`src/rtl/disp_filter_pkg.sv`:
```
// Shared defaults and types for the disparity filtering path.
package disp_filter_pkg;

  localparam int DISP_BITS_DEFAULT = 5;
  localparam int CONF_BITS_DEFAULT = 4;
  localparam int WIN_DEFAULT       = 16;

  // The sum of up to 255 total confidence times disparity fits in 8+disp_bits bits.
  function automatic int conf_disp_w(input int disp_bits);
    return 8 + disp_bits;
  endfunction

  typedef struct packed {
    logic [CONF_BITS_DEFAULT-1:0]                   conf;
    logic [CONF_BITS_DEFAULT+DISP_BITS_DEFAULT-1:0] prod;
  } hist_entry_t;

endpackage

```
`src/rtl/conf_disp_window_shift.sv`:
```
// Window history: a win-deep shift register with enable, sync clear-and-load, tap at win-1.
module conf_disp_window_shift #(
  parameter int WIN = 16,
  parameter int W   = 13
) (
  input  logic         clk,
  input  logic         reset,
  input  logic         en,
  input  logic         clr,
  input  logic [W-1:0] din,
  output logic [W-1:0] tap
);

  logic [WIN-1:0][W-1:0] sr;

  always_ff @(posedge clk) begin
    if (reset) begin
      sr <= '0;
    end else if (en) begin
      // On clr, older slots are zeroed so a new row never sees the previous one.
      for (int i = WIN - 1; i > 0; i--) sr[i] <= clr ? '0 : sr[i-1];
      sr[0] <= din;
    end
  end

  assign tap = sr[WIN-1];

endmodule

```
`src/rtl/conf_disp_accumulate.sv`:
```
// Sliding-window sum of conf and conf*disp over the current row; feeds the weighted divide.
module conf_disp_accumulate
  import disp_filter_pkg::*;
#(
  parameter int disp_bits = DISP_BITS_DEFAULT,
  parameter int conf_bits = CONF_BITS_DEFAULT,
  parameter int win       = WIN_DEFAULT
) (
  input  logic                           clk,
  input  logic                           reset,
  input  logic [disp_bits-1:0]           in_disp,
  input  logic [conf_bits-1:0]           in_conf,
  input  logic                           in_sol,
  input  logic                           in_valid,
  output logic [7:0]                     out_conf,
  output logic [conf_disp_w(disp_bits)-1:0] out_conf_disp,
  output logic                           out_valid
);

  localparam int PW     = conf_bits + disp_bits;
  localparam int CDW    = conf_disp_w(disp_bits);
  localparam int STAGES = 2;

  if (win * ((1 << conf_bits) - 1) > 255) begin : g_param_chk
    $error("conf_disp_accumulate: win*(2^conf_bits-1) must not exceed 255");
  end

  typedef struct packed {
    logic [conf_bits-1:0] conf;
    logic [PW-1:0]        prod;
  } entry_t;

  entry_t            s1_e;
  entry_t            tap;
  logic              s1_sol;
  logic [STAGES:1]   vld_pipe;
  logic [7:0]        sum_c;
  logic [CDW-1:0]    sum_p;

  always_ff @(posedge clk) begin
    if (reset) begin
      s1_e     <= '0;
      s1_sol   <= 1'b0;
      vld_pipe <= '0;
    end else begin
      vld_pipe <= {vld_pipe[STAGES-1:1], in_valid};
      if (in_valid) begin
        s1_e.conf <= in_conf;
        s1_e.prod <= PW'(in_disp) * PW'(in_conf);
        s1_sol    <= in_sol;
      end
    end
  end

  conf_disp_window_shift #(
    .WIN (win),
    .W   ($bits(entry_t))
  ) u_hist (
    .clk   (clk),
    .reset (reset),
    .en    (vld_pipe[1]),
    .clr   (s1_sol),
    .din   (s1_e),
    .tap   (tap)
  );

  // Modular add/sub is exact: the true running sums never leave their ranges.
  always_ff @(posedge clk) begin
    if (reset) begin
      sum_c <= '0;
      sum_p <= '0;
    end else if (vld_pipe[1]) begin
      if (s1_sol) begin
        sum_c <= 8'(s1_e.conf);
        sum_p <= CDW'(s1_e.prod);
      end else begin
        sum_c <= sum_c + 8'(s1_e.conf) - 8'(tap.conf);
        sum_p <= sum_p + CDW'(s1_e.prod) - CDW'(tap.prod);
      end
    end
  end

  assign out_conf      = sum_c;
  assign out_conf_disp = sum_p;
  assign out_valid     = vld_pipe[STAGES];

endmodule

```
`config.mk`:
```
export PLATFORM = sky130hd
export DESIGN_NAME = conf_disp_accumulate
export DESIGN_NICKNAME = d
export VERILOG_FILES = /design/src/rtl/disp_filter_pkg.sv /design/src/rtl/conf_disp_window_shift.sv /design/src/rtl/conf_disp_accumulate.sv
export SDC_FILE = /design/constraint.sdc
export NUM_CORES = 1
export LEC_CHECK = 0
export ABC_CLOCK_PERIOD_IN_PS = 3700
export CAP_MARGIN = 20
export CORE_UTILIZATION = 40
export DETAILED_ROUTE_END_ITERATION = 7
export GPL_ROUTABILITY_DRIVEN = 0
export HOLD_SLACK_MARGIN = 0.12
export MAX_ROUTING_LAYER = met4
export PLACE_DENSITY = 0.6
export RECOVER_POWER = 100
export SLEW_MARGIN = 20
export SYNTH_ARGS = -nofsm -noshare
export SYNTH_HDL_FRONTEND = slang
export SYNTH_HIERARCHICAL = 1
export SYNTH_SLANG_ARGS = --single-unit
export TNS_END_PERCENT = 100
```
`constraint.sdc`:
```
create_clock -name clk -period 3.7 [get_ports clk]
set_clock_uncertainty 0.2 [all_clocks]
set_input_delay 0.74 -clock clk [delete_from_list [all_inputs] [get_ports clk]]
set_output_delay 0.74 -clock clk [all_outputs]
set_load 0.01 [all_outputs]
```
=== Word-level counts from Yosys, hierarchy flattened ===
Index checks and enable logic that the tools add are counted.

* Add/sub/neg operators: 4
* $mul: 1
* Divide/modulo/power cells: 0
* Order comparisons: 0
* Equal/unequal tests: 0
* Shift-type cells: 0
* Muxes and demuxes: 17
* Bitwise operators: 0
* Reductions and logical operators: 0

{| class="wikitable"
|+ Operator list
! cell !! count
|-
| 2-to-1 mux 13 bit || 16
|-
| adder 13 x 9 -> 13 bit || 1
|-
| subtractor 13 x 9 -> 13 bit || 1
|-
| multiplier 5 x 4 -> 9 bit || 1
|-
| adder 8 x 4 -> 8 bit || 1
|-
| 2-to-1 mux 8 bit || 1
|-
| subtractor 8 x 4 -> 8 bit || 1
|}

* Register bits after elaboration: 245
* Latch bits: 0
* Bits in writable memories: 0
* ROM bits: 0
* Input port bits: 13
* Output and inout bits: 22
* Logic and storage cells: 44
* Memories: 0

=== Depth between registers and ports, before layout ===
* Depth in word-level cells: 3
* Gate-level depth with buffers: 12
* Depth with buffers taken out: 12

=== By module ===
Netlist, hierarchy kept.

{| class="wikitable"
|+ By module, submodules not included
! module !! instances !! cells each !! area each (µm²) !! sequential area each (µm²)
|-
| conf_disp_window_shift || 1 || 923 || 9,252.6 || 4,164.0
|-
| conf_disp_accumulate || 1 || 399 || 3,235.6 || 740.7
|}

=== Least setup slack after synthesis ===
Ideal clock, no wire load.

* Path type: input to register
* Start: input in_disp[1]
* End: register s1_e[8] (netlist name)
* Library setup time: 0.061 ns
* Arrival: 3.306 ns
* Data required time: 3.439 ns
* Slack: 0.134 ns
* Stages on the path: 12
* Path buffers: 0
* Cells stage by stage: and2_1 fa_1 inv_1 fa_1 inv_1 ha_1 nor2b_1 o21ai_0 a21oi_1 o21ai_1 a2111oi_0 a311o_1

* Longest elaborated chain between the ends: 1

{| class="wikitable"
|+ RTL lines
! item !! line !! text
|-
| start: declaration || conf_disp_accumulate.sv:11 || <nowiki>input logic [disp_bits-1:0] in_disp,</nowiki>
|-
| multiplier 5 x 4 -> 9 bit || conf_disp_accumulate.sv:49 || <nowiki>s1_e.prod <= PW'(in_disp) * PW'(in_conf);</nowiki>
|-
| end: declaration || conf_disp_accumulate.sv:33 || <nowiki>entry_t s1_e;</nowiki>
|}

Every way passes these cells.
A chain may end at the register's enable or synchronous reset.

=== Worst setup path in the final report ===
* Start: input in_conf[1]
* End: register s1_e[8] (netlist name)

* Longest elaborated chain between the ends: 1

{| class="wikitable"
|+ RTL lines
! item !! line !! text
|-
| start: declaration || conf_disp_accumulate.sv:12 || <nowiki>input logic [conf_bits-1:0] in_conf,</nowiki>
|-
| multiplier 5 x 4 -> 9 bit || conf_disp_accumulate.sv:49 ||
|}

Every way passes these cells.

==> flow_metrics.env <==
export IMPL_post_synth_cell_area_avg_um2=9.446
export IMPL_wl_mm=22.59
export IMPL_critical_path_endpoint_type="flip-flop"
export IMPL_chipHeight_um=178.7
export IMPL_critPathLaunchType="input pin"
export IMPL_cp_num_buf_inv=3
export IMPL_ys_top_cells_by_count="271 x inv_1, 245 x dfxtp_1, 225 x nand2_1"
export IMPL_post_synth_num_cell_types=53
export IMPL_cell_taking_the_most_area_after_synthesis="dfxtp_1"
export IMPL_first_pass_grt_wire_length_mm=38.53
export IMPL_initial_cell_density_of_the_core=0.4072
export IMPL_numPortBuffers=34
export IMPL_path_cells="dlygate4sd3_1 > and2_1 > fa_1 > inv_1 > fa_1 > inv_1 > ha_1 > nor2b_1 > o21ai_2 > a21oi_2 > o21ai_2 > a2111oi_2 > a311o_1"
export IMPL_synth_edf_count=0
export IMPL_ys_async_sr_fraction=0
export IMPL_cp_arrival_ns=3.83
export IMPL_cts_tree="done"
export IMPL_grt_setup_unrepaired="no"
export IMPL_cellPowerDensity_nw_per_um2=502.3
export IMPL_synth_main_ff_cell="dfxtp_1"
export IMPL_hold_ws_ns=0.2598
export IMPL_flow_area_growth_from_synthesis_pct=2.525
export IMPL_design_final_nets=1359
export IMPL_critical_path_required_ns=3.98
export IMPL_tightestPinTransition_ns=1.793
export IMPL_drt_pass1_iter_count=4
export IMPL_clock_sinks=245
export IMPL_clockBufferDepth=3
export IMPL_timing_max_slew_rel_slack=-0.1954
export IMPL_antenna_violations_before_repair=0
export IMPL_netSwitchingFraction=0.2674
export IMPL_filler_cell_count=3153
export IMPL_cts_htree_levels=1
export IMPL_hold_path_class="reg -> reg"
export IMPL_standard_cell_core_area_um2=30670
export IMPL_power_leakage_nw=4.212
export IMPL_grt_total_usage=0.1479
export IMPL_post_route_worst_setup_slack_ns=0.1443
export IMPL_setup_violations_final=0
export IMPL_fin_setup_tns_ns=0
export IMPL_min_from="u_hist/sr[97]$_SDFFE_PP0P_"
export IMPL_timing_max_cap_violations=2
export IMPL_hold_end="u_hist/sr[110]$_SDFFE_PP0P_"
export IMPL_overflow=0
export IMPL_report_power_total_mw=6.431
export IMPL_ant_nets=0
export IMPL_post_drt_wl_per_cell_um=13.22
export IMPL_syn_inst=1322
export IMPL_combinational_power_share=0.162
export IMPL_critical_path_max_stage_delay_ns=0.58
export IMPL_drv_slew=270
export IMPL_grt_start_max_net_pins=174
export IMPL_floorplan_die_area_um2=31930
export IMPL_timing_reg2reg_worst_path_depth=10
export IMPL_vias=8576
export IMPL_outcome="finished, violations left"
export IMPL_failing_checks="capacitance limit, slew limit"
export IMPL_total_switching_power_mw=1.720
export IMPL_clock_buffers_created_by_tritoncts=26
export IMPL_diodes=0
export IMPL_synthTopCellsByArea="dfxtp_1 39%, o32ai_2 19%, inv_1 8.1%"
export IMPL_synth_seq_area_share=0.3927
export IMPL_crit_path_top_delay_cell="dlygate4sd3_1"
export IMPL_critical_register_to_register_path_endpoint="out_conf_disp[7]$_SDFFE_PP0P_"
export IMPL_period_needed_ns=3.556
export IMPL_clock_network_fraction_of_total_power=0.410
export IMPL_drt_initial_drc_count=476
export IMPL_power_share_sequential=0.428
export IMPL_route_detailed_vias_per_inst=5.021
export IMPL_postSynthRegisterBits=245
export IMPL_internal_power_mw=4.711
export IMPL_clk_latency_ns=0.53
export IMPL_fraction_of_final_layout_cells_sized_beyond_drive_strength_1=0.07622
export IMPL_syn_cell_area_um2=12490
export IMPL_hold_path_cell_count=2
export IMPL_synth_yosys_warnings=6
export IMPL_cp_top_family="adder cells"
export IMPL_cts_reportedPaths_clkPinSlew_ns=0.06
export IMPL_cts_root_buf="clkbuf_16"
export IMPL_maxClockFrequency_mhz=281.2
export IMPL_ir_worst_vdd_mv=0.3456
export IMPL_timing_final_hold_violations=0
export IMPL_ios=35
export IMPL_timing_setup_critical_path_class="in -> reg"
export IMPL_die_x_um=178.7
export IMPL_final_period_utilization=0.9610
export IMPL_dp_worst_setup_slack_ns=-0.5109
export IMPL_synth_top_cell_area_share=0.3927
export IMPL_crit_reg2reg_launch="out_conf_disp[1]$_SDFFE_PP0P_"
export IMPL_post_synth_top_count_cell="inv_1"
export IMPL_place_hpwl_mm=13.47
export IMPL_synth_nets=1388
export IMPL_number_of_global_route_vias_before_repair=8246
export IMPL_worst_path_max_fanout=3
export IMPL_drc=0
export IMPL_number_of_standard_cell_rows_in_the_floorplan=64
export IMPL_reg2reg_setup_slack_ns=0.43
export IMPL_hold_buffers=0
power groups by stage:
stage	Combinational, mW	Clock (mW)	Sequential, mW
2_1_floorplan	0.861	0	2.80
3_3_place_gp	1.10	0	2.81
3_5_place_dp	1.12	0	2.81
4_1_cts	1.13	2.73	2.75
5_1_grt	1.18	2.83	2.76
6_report	1.04	2.64	2.75
per-stage QoR:
stage	std cells	instance area, um^2	utilization
5_1_grt	1708	12800	0.4175
3_3_place_gp	1661	12880	0.4199
6_report	1708	12800	0.4175
4_1_cts	1708	13760	0.4486
3_5_place_dp	1661	12880	0.4199
2_1_floorplan	1322	12490	-
layout by cell type, fill, tap and decap left out, types with 3 or more instances in the layout:
cell | Yosys | final
nor3_1 | 8 | 8
a21oi_1 | 19 | 17
nand3_1 | 6 | 6
clkbuf_8 | 0 | 6
o32ai_1 | 49 | 173
fa_1 | 19 | 19
xnor2_1 | 8 | 8
o32ai_2 | 146 | 22
a21o_1 | 8 | 8
a311oi_1 | 5 | 5
buf_4 | 16 | 16
clkbuf_1 | 28 | 5
clkdlybuf4s50_1 | 0 | 9
nor2_1 | 47 | 47
xor2_1 | 3 | 3
clkinv_2 | 0 | 7
nor4_1 | 4 | 4
o21ai_0 | 13 | 13
dlygate4sd3_1 | 0 | 24
a211oi_1 | 6 | 6
and2_1 | 14 | 14
nand2_1 | 225 | 225
clkbuf_16 | 0 | 27
inv_1 | 271 | 271
nand4_1 | 6 | 6
ha_1 | 34 | 34
dfxtp_1 | 245 | 245
clkbuf_2 | 0 | 3
o31ai_1 | 3 | 3
buf_12 | 0 | 3
mux2i_1 | 30 | 30
tightest hold or removal path: cells and delay by family, from the launching register on:
| kind | cells | cell delay [ns] |
|---|---|---|
| DFF | 1 | 0.30 |
| and+or+nand+nor | 1 | 0.06 |
| AOI/OAI and AO/OA | 1 | 0.05 |
metal layers:
| layer | track usage | up-vias | wire, um |
|---|---|---|---|
| met5 | - | - | 0 |
| li1 | - | 4384 | - |
| met3 | 0.02205 | 36 | 514 |
| met2 | 0.2387 | 61 | 10310 |
| met4 | 0.03602 | 0 | 439 |
| met1 | 0.1940 | 4095 | 11330 |
cells by family after synthesis:
kind of cell / Yosys count / synth area share
compound gates: 269 / 0.2650
buf+inv: 387 / 0.1371
simple gates: 326 / 0.1080
xor+xnor: 11 / 0.007715
mux: 31 / 0.02495
fa+ha+maj: 53 / 0.06452
flops: 245 / 0.3927
registers in the layout, summed over array words and instances, names as in the netlist:
register and count:
out_conf 8, out_conf_disp 13, s1_e 13, s1_sol 1, u_hist/sr 195, u_hist/tap 13, vld_pipe 2
timing repair:
action,CTS,global route
buffers inserted,0,0
endpoints found under the setup margin,0,2
gates resized for setup,0,7
worst max-delay path by stage:
stage          startpoint                    to  depth (start not counted)
2_1_floorplan  in_disp[1]  s1_e[8]$_SDFFE_PP0P_                         12
5_1_grt        in_disp[1]  s1_e[8]$_SDFFE_PP0P_                         13
6_report       in_conf[1]  s1_e[8]$_SDFFE_PP0P_                         13
3_5_place_dp   in_disp[0]  s1_e[8]$_SDFFE_PP0P_                         11
4_1_cts        in_disp[0]  s1_e[8]$_SDFFE_PP0P_                         11
3_3_place_gp   in_disp[0]  s1_e[8]$_SDFFE_PP0P_                         11
cell type report:
type / instances / area (um^2) / area share
multi-input combinational: 690 / 4951 / 0.3867
sequential: 245 / 4905 / 0.3831
inverter: 271 / 1017 / 0.07945
clock buffer: 36 / 769.5 / 0.06010
timing repair buffer: 59 / 555.5 / 0.04339
tap: 396 / 495.5 / 0.03870
clock inverter: 11 / 110.1 / 0.008600
(Power assumes the default switching activity.)
==> patch 1 (same settings) <==
Register the inputs `in_disp`, `in_conf`, `in_sol` and `in_valid` before use, with the module's reset. The logic sees them one clock later.
--- a/src/rtl/conf_disp_accumulate.sv
+++ b/src/rtl/conf_disp_accumulate.sv
@@ -22,4 +22,23 @@
   localparam int STAGES = 2;
 
+  logic [disp_bits-1:0] in_disp_q;
+  logic [conf_bits-1:0] in_conf_q;
+  logic in_sol_q;
+  logic in_valid_q;
+
+  always_ff @(posedge clk) begin
+    if (reset) begin
+      in_disp_q  <= '0;
+      in_conf_q  <= '0;
+      in_sol_q   <= '0;
+      in_valid_q <= '0;
+    end else begin
+      in_disp_q  <= in_disp;
+      in_conf_q  <= in_conf;
+      in_sol_q   <= in_sol;
+      in_valid_q <= in_valid;
+    end
+  end
+
   if (win * ((1 << conf_bits) - 1) > 255) begin : g_param_chk
     $error("conf_disp_accumulate: win*(2^conf_bits-1) must not exceed 255");
@@ -44,9 +63,9 @@
       vld_pipe <= '0;
     end else begin
-      vld_pipe <= {vld_pipe[STAGES-1:1], in_valid};
-      if (in_valid) begin
-        s1_e.conf <= in_conf;
-        s1_e.prod <= PW'(in_disp) * PW'(in_conf);
-        s1_sol    <= in_sol;
+      vld_pipe <= {vld_pipe[STAGES-1:1], in_valid_q};
+      if (in_valid_q) begin
+        s1_e.conf <= in_conf_q;
+        s1_e.prod <= PW'(in_disp_q) * PW'(in_conf_q);
+        s1_sol    <= in_sol_q;
       end
     end
Check against the original RTL: not equivalent (Yosys sat finds a counterexample within 4 cycles, from zero or initial values and one cycle with reset high).
==> patch 1 against the unedited design <==
The flow still finishes with violations (max-capacitance violations, max-slew violations); design area rose by 1.9%; wire length hardly changed; critical path depth decreased by 3; synthesized area grew 2.7%; sequential cell count increased by 11; first-iteration DRC count fell by 5.9%; largest power group is now clock; power decreased by 1.9%; global-route usage fell by 0.36 points; maximum frequency increased by 8.3%; final cell count rose by 1.5%; worst setup slack gained 270 ps; via count is 1.5% higher; sequential share of layout area grew 1.0 points.
==> patch 1: results (changes against the unedited design) <==
status: "finished with violations"  # unchanged
violations: "max-capacitance violations, max-slew violations"  # unchanged
vias_per_cell: 5.02  # about the same
clock_latency_ps: 540
worstHoldPathCells: 2  # unchanged
ys_types: 57  # was 53
cts_resized: 0  # unchanged
numPortBuffers: 34  # unchanged
cts_buffer_depth: 3  # unchanged
cts_made_buffers: 28  # was 26
first_pass_iters: 5  # was 4
drt_iter0_markers: 448  # was 476
layout-drive-gt1-share_pct: 5.41  # was 7.62%
worstHoldEndpoint: "u_hist/sr[56]"  # was u_hist/sr[110]
antenna_found_initial: 0  # unchanged
slew_violations: 87  # was 270
hpwl_um: 13900  # was 13500 µm
crit_path_max_fanout: 6  # was 3
grt_pass1_wl_um: 39600  # was 38500 µm
rrSetupSlack_ps: 420
hold_start: "u_hist/sr[43]"  # was u_hist/sr[97]
synth-seq-area-share_pct: 40.0  # was 39.3%
combPwrFrac_pct: 9.6  # was 16.2%
rr_worst_depth: 10  # unchanged
yosys_warnings: 6  # unchanged
netlist_top_cells_count: "inv_1 (270), dfxtp_1 (256), nand2_1 (221)"  # was inv_1 (271), dfxtp_1 (245), nand2_1 (225)
cts-htree-levels: 1  # unchanged
yosys-top-cells-area: "dfxtp_1 (40%), o32ai_2 (19%), inv_1 (7.9%), nand2_1 (6.5%), o32ai_1 (3.3%)"  # was dfxtp_1 (39%), o32ai_2 (19%), inv_1 (8.1%), nand2_1 (6.8%), o32ai_1 (3.4%)
synth_ff_type: "dfxtp_1"  # unchanged
top_register: "u_hist/sr"  # unchanged
synthXorXnorAreaFrac_pct: 0.342  # was 0.771%
clkPwrFrac_pct: 45.8  # was 41.0%
wire_per_inst_um: 13.0  # was 13.2 µm
ir_drop_uv: 428  # was 346 µV
worstMarginPinSlew_ps: 1770  # was 1790 ps
hold_slack_ps: 267  # was 260 ps
grt_max_degree: 154  # was 174
crit_arrival_ps: 3500  # was 3830 ps
grt_pass1_vias: 8338  # was 8246
finish.net_count: 1375  # was 1359
timing.rr.end: "s1_e[7]"  # was out_conf_disp[7]
swShare_pct: 23.8  # was 26.7%
num_antenna_cells: 0  # unchanged
synthAdderAreaFrac_pct: 6.28  # was 6.45%
grt.total_usage_pct: 14.4  # was 14.8%
p_leak_uw: 0.00420  # was 0.00421 µW
synthMuxAreaShare_pct: 2.19  # was 2.49%
cap_violations: 1  # was 2
r2r_start: "in_conf_q[3]"  # was out_conf_disp[1]
synth_compound_area_share_pct: 26.9  # was 26.5%
fill_cells: 3245  # was 3153
cts_setup_buffers: 0  # unchanged
[patch 1: layout make-up]
type	instances	area share, %
Sequential cell	256	39.3
Inverter	270	7.77
Clock inverter	10	1.30
Clock buffer	42	6.16
Multi-Input combinational cell	704	37.8
Tap cell	402	3.86
Timing Repair Buffer	49	3.81
[patch 1: kinds of logic after synthesis]
family          count (synthesis)
compound gates                285
xor+xnor                        5
mux                            28
fa+ha+maj                      53
simple gates                  333
flops                         256
buf+inv                       387
[patch 1: worst max path at each step]
stage / from / to / cells past startpoint
after floorplan: in_conf_q[3] / s1_e[7] / 10
after global placement: in_conf_q[3] / s1_e[7] / 10
after detailed placement: in_conf_q[3] / s1_e[7] / 10
after CTS: in_conf_q[3] / s1_e[7] / 10
after global routing: in_conf_q[3] / s1_e[6] / 11
final: in_conf_q[3] / s1_e[7] / 10
[patch 1: metrics by stage]
step,area [µm²],worst slack (ps),total power [µW],cells
3_5_place_dp,13200,441,3560,1681
5_1_grt,13000,139,6600,1733
3_3_place_gp,13200,474,3550,1681
6_report,13000,418,6310,1733
4_1_cts,14200,409,6480,1733
2_1_floorplan,12800,616,3420,1347
[patch 1: per-layer routing]
metal | GRT usage [%] | vias up | wire length [µm]
met1 | 19.2 | 4128 | 11400
met5 | - | - | 0
met4 | 3.93 | 0 | 510
li1 | - | 4478 | -
met2 | 23.0 | 60 | 10200
met3 | 2.00 | 36 | 488
[patch 1: worst max-delay path, cell delays in order, from the launching register on]
cell,delay [ps]
dfxtp_1,390
nand2_1,100
fa_1,510
fa_1,600
inv_1,60
ha_1,290
a21o_1,180
a21oi_1,200
o21ai_0,140
a2111o_1,420
o311ai_0,90
==> patch 2 (same flow settings) <==
Without the edit above. Change the package constant `DISP_BITS_DEFAULT` from 5 to 10.
--- a/src/rtl/disp_filter_pkg.sv
+++ b/src/rtl/disp_filter_pkg.sv
@@ -2,5 +2,5 @@
 package disp_filter_pkg;
 
-  localparam int DISP_BITS_DEFAULT = 5;
+  localparam int DISP_BITS_DEFAULT = 10;
   localparam int CONF_BITS_DEFAULT = 4;
   localparam int WIN_DEFAULT       = 16;
Ports: changed (resized in_disp and out_conf_disp); port bits go from 35 to 45. The function was not compared with the original's and may differ.
==> patch 2 against the unedited design <==
The flow still finishes with violations (max-capacitance violations, max-slew violations); synthesized cell count rose by 41%; design area rose by 40%; sequential share of layout area down 0.83 points; sequential power grew 37%; worst setup slack about the same; sequential cell count grew 90; synthesized area rose by 27%; wire length is 43% higher; via count up 41%; power up 49%; largest power group is now clock.
==> patch 2: results (changes against the unedited design) <==
worstHoldEndpoint: "u_hist/sr[167]"  # was u_hist/sr[110]
rrSetupSlack_ps: 140  # was 430 ps
first_pass_iters: 5  # was 4
netlist_top_cells_count: "inv_1 (385), dfxtp_1 (335), nand2_1 (314)"  # was inv_1 (271), dfxtp_1 (245), nand2_1 (225)
timing.rr.end: "out_conf_disp[12]"  # was out_conf_disp[7]
violations: "max-capacitance violations, max-slew violations"  # unchanged
vias: 12100  # was 8576
cap_violations: 3  # was 2
fmax_mhz: 281  # about the same
crit_family: "compound AO/OA/AOI/OAI gates"  # was adder cells
layout-drive-gt1-share_pct: 7.37  # was 7.62%
cpPeakStageDelay_ps: 530  # was 580 ps
grt_pass1_wl_um: 54600  # was 38500 µm
yosys-top-cells-area: "dfxtp_1 (42%), o32ai_1 (15%), inv_1 (9.1%), nand2_1 (7.4%), fa_1 (4.3%)"  # was dfxtp_1 (39%), o32ai_2 (19%), inv_1 (8.1%), nand2_1 (6.8%), o32ai_1 (3.4%)
hpwl_um: 19900  # was 13500 µm
rr_worst_depth: 11  # was 10
cp_slowest_cell: "fa_1"  # was dlygate4sd3_1
synth-seq-area-share_pct: 42.2  # was 39.3%
drt_iter0_markers: 779  # was 476
synth_nets: 1961  # was 1388
ir_drop_uv: 336  # was 346 µV
p_leak_uw: 0.00608  # was 0.00421 µW
largest_reg_flops: 270  # was 195
status: "finished with violations"  # unchanged
slew_violations: 449  # was 270
swShare_pct: 27.8  # was 26.7%
hold_start: "u_hist/sr[149]"  # was u_hist/sr[97]
grt_pass1_vias: 11300  # was 8246
dp_slack_ps: -794  # was -511 ps
drt_wl_total_um: 32200  # was 22600 µm
cts_made_buffers: 37  # was 26
finish.net_count: 1935  # was 1359
numPortBuffers: 44  # was 34
crit_arrival_ps: 3800  # was 3830 ps
grt_max_degree: 216  # was 174
cts-htree-levels: 2  # was 1
worstMarginPinSlew_ps: 1790  # about the same
-- patch 2: cell count changes after synthesis, moves of 69 or more --
cell and delta:
o32ai_1 +221, dfxtp_1 +90, inv_1 +114, clkbuf_1 +69
nand2_1 +89, o32ai_2 -146
-- patch 2: what timing repair did --
item / CTS / global route
resized for setup: 9 / 24
setup buffers: 3 / 0
pin swaps: 9 / 7
setup endpoints to repair: 7 / 7
-- patch 2: cells by family after synthesis --
| logic type | Yosys count | share of synthesized area [%] |
|---|---|---|
| fa+ha+maj | 78 | 7.75 |
| simple gates | 457 | 12.0 |
| flops | 335 | 42.2 |
| mux | 34 | 2.14 |
| xor+xnor | 18 | 0.993 |
| compound gates | 391 | 20.1 |
| buf+inv | 552 | 14.8 |
-- patch 2: layer usage --
metal	vias to the layer above	part of all wire (%)	GRT usage [%]	routed length (µm)
met5	-	0	-	0
met4	0	2.4	5.44	786
met3	59	3.3	2.41	1060
met2	158	46	24.9	14700
met1	5651	49	21.8	15700
li1	6191	-	-	-
-- patch 2: worst max path at each step --
stage,start,end,cells past startpoint
3_3_place_gp,in_conf[1],s1_e[13],13
6_report,out_conf_disp[1],out_conf_disp[12],11
2_1_floorplan,in_conf[3],s1_e[12],14
3_5_place_dp,in_conf[1],s1_e[13],13
4_1_cts,in_disp[3],s1_e[12],14
5_1_grt,in_conf[0],s1_e[10],14
-- patch 2: final cells by class --
| cell class | count | area, µm² |
|---|---|---|
| fill | 3793 | 21000 |
| multi-input combinational | 978 | 6880 |
| sequential | 335 | 6710 |
| inverter | 388 | 1460 |
| clock buffer | 49 | 1040 |
| timing repair buffer | 99 | 918 |
| tap | 518 | 648 |
| clock inverter | 11 | 234 |
-- patch 2: stage by stage --
| step | std cells | instance area (µm²) | TNS (ps) | power [µW] |
|---|---|---|---|---|
| 3_3_place_gp | 2315 | 16700 | -4960 | 5730 |
| 2_1_floorplan | 1865 | 15900 | -146 | 5260 |
| 5_1_grt | 2378 | 17900 | 0 | 10000 |
| 6_report | 2378 | 17900 | 0 | 9550 |
| 3_5_place_dp | 2315 | 16700 | -5650 | 5770 |
| 4_1_cts | 2378 | 17900 | 0 | 9690 |
-- patch 2: tightest hold or removal path, cell delays in order (launching register included) --
cell     delay, ps
dfxtp_1        300
nand2_1         60
o32ai_1         50
-- patch 2: power by group through the flow --
stage / combinational [µW] / clock [µW] / sequential (µW)
2_1_floorplan: 1430 / 0 / 3830
3_3_place_gp: 1890 / 0 / 3840
3_5_place_dp: 1920 / 0 / 3840
4_1_cts: 1950 / 3970 / 3760
5_1_grt: 2150 / 4120 / 3770
6_report: 1930 / 3860 / 3760
